## src/rtl/io_input_conditioner.sv

```systemverilog
// io_input_conditioner
// Synchronises, debounces and polarity-corrects the raw KEY/SW board inputs,
// captures key presses as sticky edge flags with a masked software clear, and
// presents everything as zero-extended words for the memory-stage IO registers.
// Internal bit ordering of the debounce bank: [3:0] = KEY, [13:4] = SW.

module io_input_conditioner #(
   parameter int DBITS           = 32,
   parameter int DEBOUNCE_CYCLES = 250000,
   parameter int CNT_BITS        = 18
) (
   input  logic             clk,
   input  logic             reset,
   input  logic [3:0]       KEY,
   input  logic [9:0]       SW,
   input  logic             keyEdgeClr,
   input  logic [3:0]       keyEdgeClrMask,
   output logic [DBITS-1:0] keyOut,
   output logic [DBITS-1:0] swOut,
   output logic [DBITS-1:0] keyEdgeOut,
   output logic             keyIrq
);

   localparam int NBITS = 14;
   localparam logic [CNT_BITS-1:0] CNT_ZERO = {CNT_BITS{1'b0}};
   localparam logic [CNT_BITS-1:0] CNT_ONE  = CNT_BITS'(1);
   localparam logic [CNT_BITS-1:0] CNT_MAX  = CNT_BITS'(DEBOUNCE_CYCLES - 1);

   typedef enum logic [0:0] {
      ST_STABLE   = 1'b0,
      ST_COUNTING = 1'b1
   } db_state_e;

   // two-flop synchronisers
   logic [3:0]        key_meta_q, key_meta_d;
   logic [3:0]        key_sync_q, key_sync_d;
   logic [9:0]        sw_meta_q, sw_meta_d;
   logic [9:0]        sw_sync_q, sw_sync_d;
   logic [NBITS-1:0]  synced_s;

   // debounce bank
   db_state_e         state_q [NBITS];
   db_state_e         state_d [NBITS];
   logic [CNT_BITS-1:0] cnt_q [NBITS];
   logic [CNT_BITS-1:0] cnt_d [NBITS];
   logic [NBITS-1:0]  stable_q, stable_d;
   logic [NBITS-1:0]  accept_s;

   // edge capture and interrupt
   logic [3:0]        key_rise_s;
   logic [3:0]        clr_s;
   logic [3:0]        key_edge_q, key_edge_d;
   logic              key_irq_q, key_irq_d;

   // Next values of the synchroniser chains: each flop takes its predecessor.
   always_comb begin
      key_meta_d = KEY;
      key_sync_d = key_meta_q;
      sw_meta_d  = SW;
      sw_sync_d  = sw_meta_q;
   end

   // Synchroniser flops; keys reset to released (1), switches to 0.
   always_ff @(posedge clk or negedge reset) begin
      if (!reset) begin
         key_meta_q <= 4'hF;
         key_sync_q <= 4'hF;
         sw_meta_q  <= 10'h000;
         sw_sync_q  <= 10'h000;
      end else begin
         key_meta_q <= key_meta_d;
         key_sync_q <= key_sync_d;
         sw_meta_q  <= sw_meta_d;
         sw_sync_q  <= sw_sync_d;
      end
   end

   // Synchronised view of all inputs, keys inverted to active-high.
   always_comb begin
      synced_s = {sw_sync_q, ~key_sync_q};
   end

   // Debounce next-state logic: a new value must persist for the full count,
   // and any return to the accepted value abandons the count.
   always_comb begin
      stable_d = stable_q;
      accept_s = {NBITS{1'b0}};
      for (int i = 0; i < NBITS; i++) begin
         state_d[i] = state_q[i];
         cnt_d[i]   = cnt_q[i];
         case (state_q[i])
            ST_STABLE: begin
               if (synced_s[i] != stable_q[i]) begin
                  if (DEBOUNCE_CYCLES == 1) begin
                     // A one-cycle window accepts on the first differing sample.
                     stable_d[i] = synced_s[i];
                     accept_s[i] = 1'b1;
                     cnt_d[i]    = CNT_ZERO;
                  end else begin
                     state_d[i] = ST_COUNTING;
                     cnt_d[i]   = CNT_ONE;
                  end
               end else begin
                  cnt_d[i] = CNT_ZERO;
               end
            end
            ST_COUNTING: begin
               if (synced_s[i] == stable_q[i]) begin
                  state_d[i] = ST_STABLE;
                  cnt_d[i]   = CNT_ZERO;
               end else if (cnt_q[i] == CNT_MAX) begin
                  state_d[i]  = ST_STABLE;
                  cnt_d[i]    = CNT_ZERO;
                  stable_d[i] = synced_s[i];
                  accept_s[i] = 1'b1;
               end else begin
                  cnt_d[i] = cnt_q[i] + CNT_ONE;
               end
            end
            default: begin
               state_d[i] = ST_STABLE;
               cnt_d[i]   = CNT_ZERO;
            end
         endcase
      end
   end

   // Debounce state, counters and accepted values.
   always_ff @(posedge clk or negedge reset) begin
      if (!reset) begin
         for (int i = 0; i < NBITS; i++) begin
            state_q[i] <= ST_STABLE;
            cnt_q[i]   <= CNT_ZERO;
         end
         stable_q <= {NBITS{1'b0}};
      end else begin
         for (int i = 0; i < NBITS; i++) begin
            state_q[i] <= state_d[i];
            cnt_q[i]   <= cnt_d[i];
         end
         stable_q <= stable_d;
      end
   end

   // Masked clear strobe: only active on a keyEdgeClr cycle.
   always_comb begin
      if (keyEdgeClr) begin
         clr_s = keyEdgeClrMask;
      end else begin
         clr_s = 4'h0;
      end
   end

   // Sticky press flags: set on an accepted 0->1 key transition, and the set
   // term is ORed last so a press arriving with a clear is never lost.
   always_comb begin
      key_rise_s = accept_s[3:0] & synced_s[3:0];
      key_edge_d = (key_edge_q & ~clr_s) | key_rise_s;
      key_irq_d  = |key_edge_q;
   end

   // Edge flag and interrupt registers; the interrupt trails the flags by one cycle.
   always_ff @(posedge clk or negedge reset) begin
      if (!reset) begin
         key_edge_q <= 4'h0;
         key_irq_q  <= 1'b0;
      end else begin
         key_edge_q <= key_edge_d;
         key_irq_q  <= key_irq_d;
      end
   end

   // Zero-extended output words driven straight from registers.
   always_comb begin
      keyOut     = {{(DBITS-4){1'b0}}, stable_q[3:0]};
      swOut      = {{(DBITS-10){1'b0}}, stable_q[13:4]};
      keyEdgeOut = {{(DBITS-4){1'b0}}, key_edge_q};
      keyIrq     = key_irq_q;
   end

endmodule
```

## config.mk

```make
export PLATFORM = sky130hd
export DESIGN_NAME = io_input_conditioner
export DESIGN_NICKNAME = d
export VERILOG_FILES = /design/src/rtl/io_input_conditioner.sv
export SDC_FILE = /design/constraint.sdc
export NUM_CORES = 1
export LEC_CHECK = 0
export CORE_UTILIZATION = 30
export DETAILED_ROUTE_END_ITERATION = 10
export GPL_TIMING_DRIVEN = 0
export REMOVE_ABC_BUFFERS = 1
export SYNTH_ARGS = -nofsm -noshare
export SYNTH_HDL_FRONTEND = slang
export SYNTH_SLANG_ARGS = --single-unit
```

## constraint.sdc

```tcl
create_clock -name clk -period 5.7 [get_ports clk]
set_input_delay 0.855 -clock clk [delete_from_list [all_inputs] [get_ports clk]]
set_output_delay 0.855 -clock clk [all_outputs]
set_load 0.005 [all_outputs]
```

==> impl_summary.txt <==
----------------------------------------------------
[Finish]
  Count of filler cells inserted in the layout ... 5031
  Top library cells by usage in the layout, fill and taps aside ... dfrtp_1 (305), nor2_1 (298), xnor2_1 (190), nand4_1 (86), nor4_1 (83)
  Area overhead of the layout relative to synthesis ... 14.4%
  Proportion of layout cells with a drive suffix above 1 ... 0.0672
  Final nets ... 1645
  Number of inserted diodes ... 0
  Most common library cell in the layout ignoring fill and taps ... dfrtp_1

[STA]
  Final count of pins violating max slew ... 0
  Normalized max-slew margin ... 0.216
  Worst setup slack after layout ... 3.30 ns
  Final cycle utilization of the critical path ... 0.420
  Transition at the pin with the smallest max-transition slack ... 1.17 ns
  Count of endpoints failing setup in the final report ... 0
  Minimum clock period ... 2.40 ns
  Setup repair after global routing missed its margin ... false
  FMAX ... 417 MHz
  Hold violation total from the final report ... 0
  Post-route clock skew ... 0.0190 ns

[Die]
  Height of the chip ... 229 um
  Chip Width ... 229 um
  Initial standard-cell utilization of the core ... 0.306
  Cell Rows ... 82
  Core Footprint ... 50400 sq um
  Die area ... 52300 sq um
  Number of primary I/O pins ... 118

[Synth]
  Cell count after synthesis ... 1551
  Async set-or-reset flop fraction in the synthesized netlist ... 1.00
  Mean instance size in the synthesized netlist ... 9.93 sq um
  Simple-gate share of the synthesized area ... 0.244
  Most used flip-flop cell after synthesis ... dfrtp_1
  Adder-cell area share of the yosys netlist ... 0.0114
  Fraction of synthesized cell area taken by the top area cell type ... 0.495
  Number of synthesized flops with an enable pin ... 0
  Number of unique standard cell types used by synthesis ... 58
  Dominant combinational cell family by area after synthesis ... simple AND/OR/NAND/NOR gates
  Xor/xnor share of the synthesized area ... 0.125
  Compound-Gate Fraction of Synth Area ... 0.0318
  Area leader, netlist ... dfrtp_1
  Register bit total from synthesis ... 313
  Area of the mapped netlist ... 15400 sq um
  Synth area leaders ... dfrtp_1 (50%), xnor2_1 (11%), nor2_1 (7.3%), buf_4 (3.8%), nand4_1 (3.5%)
  Sequential share of the synthesized area ... 0.509
  Share of synthesized area spent on multiplexers ... 0.0171
  Synth warnings ... 0

[Drt]
  Antenna Nets Post-Route ... 0
  Routed wire length per instance ... 12.3 um
  Total number of vias ... 10.8k
  Routed wire length ... 28300 um
  Drt first-iter violations ... 566
  Count of TritonRoute iterations in the first routing pass ... 5
  Residual DRC count ... 0
  Mean number of vias per cell ... 4.68

[Worst setup path]
  Type of element launching the critical path ... register
  CP max stage cell ... clkdlybuf4s50_1
  Worst-case register-to-register setup slack ... 3.32 ns
  End of the worst register-to-register path ... cnt_q[242]$_DFF_PN0_
  Worst path buffer plus inverter count ... 1
  Data required time of the critical path ... 4.85 ns
  Arrival time worst endpoint ... 1.54 ns
  Setup Crit Path Kind ... reg2out
  Worst-case reg-to-reg path depth ... 4
  Largest fanout of any net on the critical path ... 4
  Start of the worst register-to-register path ... cnt_q[234]$_DFF_PN0_
  Crit end category ... output pin
  Dominant delay contributor by cell family on the critical path ... buffers and inverters
  Critical-path cell list ... clkdlybuf4s50_1
  Delay of the slowest cell on the worst path ... 0.60 ns

[Power]
  Final Power ... 0.00495 W
  Peak VDD IR ... 202 uV
  Switch Pwr ... 0.00105 W
  Design internal power ... 0.00390 W
  Share of total power in the clock network ... 0.509
  Comb pwr share ... 0.030
  Switch share ... 0.212
  Pwr/cell area ... 281 nW/um^2
  Sequential share of power ... 0.461
  Static leakage ... 6.64 nW

[Global route]
  Residual overflow from global routing ... 0
  Maximum number of pins on one net before global-route repair ... 125
  Antenna violations before repair ... 0
  Vias in the first global route ... 10.7k
  Global-route wire length before repair ... 49900 um
  Total routing usage reported by global routing ... 0.110

[Status]
  Status ... finished, final reports clean

[Place]
  Final RePlAce weighted congestion ... 0.792
  Post-DP HPWL ... 18300 um
  Worst-case setup slack after placement ... 3.29 ns
  Input/output buffers ... 39

[CTS]
  Clock network latency to the later pin of the worst-skew pair ... 0.54 ns
  CTS Hold Bufs ... 0
  CTS tree ... yes
  Clock sinks ... 313
  Cts repair resizes ... 0
  CTS clock-pin slew for the worst setup and hold paths ... 0.06 ns
  Setup Fix Bufs, Post-CTS ... 0
  Worst-case clock buffer depth ... 3
  Cell at the root of the clock tree ... clkbuf_16
  Number of buffers created by CTS ... 38
  H-tree depth ... 2

[Worst hold path]
  Type of the worst min-delay path ... in2async

[Run]
  Number of max-cap violations ... 0

----------------------------------------------------
final cells by class:
type / instances / area (sq um) / area share
sequential: 313 / 7840 / 0.445
multi-input combinational: 1145 / 6890 / 0.391
clock buffer: 57 / 1180 / 0.0667
tap: 672 / 841 / 0.0477
timing repair buffer: 42 / 458 / 0.0260
inverter: 70 / 263 / 0.0149
clock inverter: 10 / 150 / 0.00852
metal layers:
layer,vias to the layer above,track usage,routed length (um)
met5,-,0,0
li1,5349,-,-
met4,0,0.0432,682
met1,5296,0.146,13700
met2,125,0.177,13000
met3,44,0.0207,864
flip-flops by register name (all words and copies together) (netlist names):
name / cells
state_q: 14
stable_q: 14
sw_sync_q: 10
key_edge_q: 4
sw_meta_q: 10
keyIrq: 1
key_meta_q: 4
cnt_q: 252
key_sync_q: 4
through the flow:
step                hold slack (ns)  setup TNS [ns]  cells  utilization  area [sq um]
finish                        0.346               0   2309        0.350         17600
detailed placement            0.336               0   2242        0.324         16300
global placement              0.331        -3059.28   2239        0.322         16200
floorplan                     0.331               0   1528            -         15000
CTS                           0.349               0   2309        0.350         17600
global route                  0.353               0   2309        0.350         17600
power by group through the flow:
| stage | clock (W) | combinational (W) | sequential [W] |
|---|---|---|---|
| 6_report | 0.00252 | 0.000149 | 0.00228 |
| 5_1_grt | 0.00270 | 0.000176 | 0.00228 |
| 4_1_cts | 0.00263 | 0.000156 | 0.00228 |
| 3_5_place_dp | 0 | 0.000155 | 0.00232 |
| 3_3_place_gp | 0 | 0.000147 | 0.00232 |
| 2_1_floorplan | 0 | 0.0000719 | 0.00231 |
worst max path at each step:
stage	startpoint	endpoint	cells past startpoint
2_1_floorplan	cnt_q[171]$_DFF_PN0_	cnt_q[165]$_DFF_PN0_	4
3_3_place_gp	reset	cnt_q[236]$_DFF_PN0_	1
3_5_place_dp	cnt_q[234]$_DFF_PN0_	cnt_q[242]$_DFF_PN0_	4
4_1_cts	stable_q[2]$_DFFE_PN0P_	keyOut[2]	1
5_1_grt	cnt_q[234]$_DFF_PN0_	cnt_q[245]$_DFF_PN0_	4
6_report	stable_q[2]$_DFFE_PN0P_	keyOut[2]	1
cell usage after synthesis (3+ instances only):
cell type,count
or2_2,7
nor4b_1,9
nor2_1,298
nand3_1,74
and3_1,16
or3_1,4
o21ai_1,4
inv_1,70
nor4_1,83
nand2b_1,5
a21oi_1,8
nand4_1,86
ha_1,14
or4_4,3
nand2_1,66
nor3_1,58
dfrtp_1,305
dfstp_2,8
or3_4,4
buf_4,79
a211oi_1,10
clkbuf_1,6
mux2_2,10
nor2b_1,4
xor2_1,29
mux2i_1,14
o31ai_1,13
buf_2,12
o221ai_1,12
a211o_1,4
xnor2_1,190
or4_1,11
o21ai_2,3
kinds of logic (layout without fill, tap and decap cells):
kind of cell	after synthesis	count (layout)
other	1	78
xor gates and xnor gates	219	219
muxes	25	25
and+or+nand+nor	745	745
adders and majority gates	14	14
buffers and inverters	170	179
AOI/OAI and AO/OA	64	64
DFF	313	313
(Power assumes the default switching activity.)
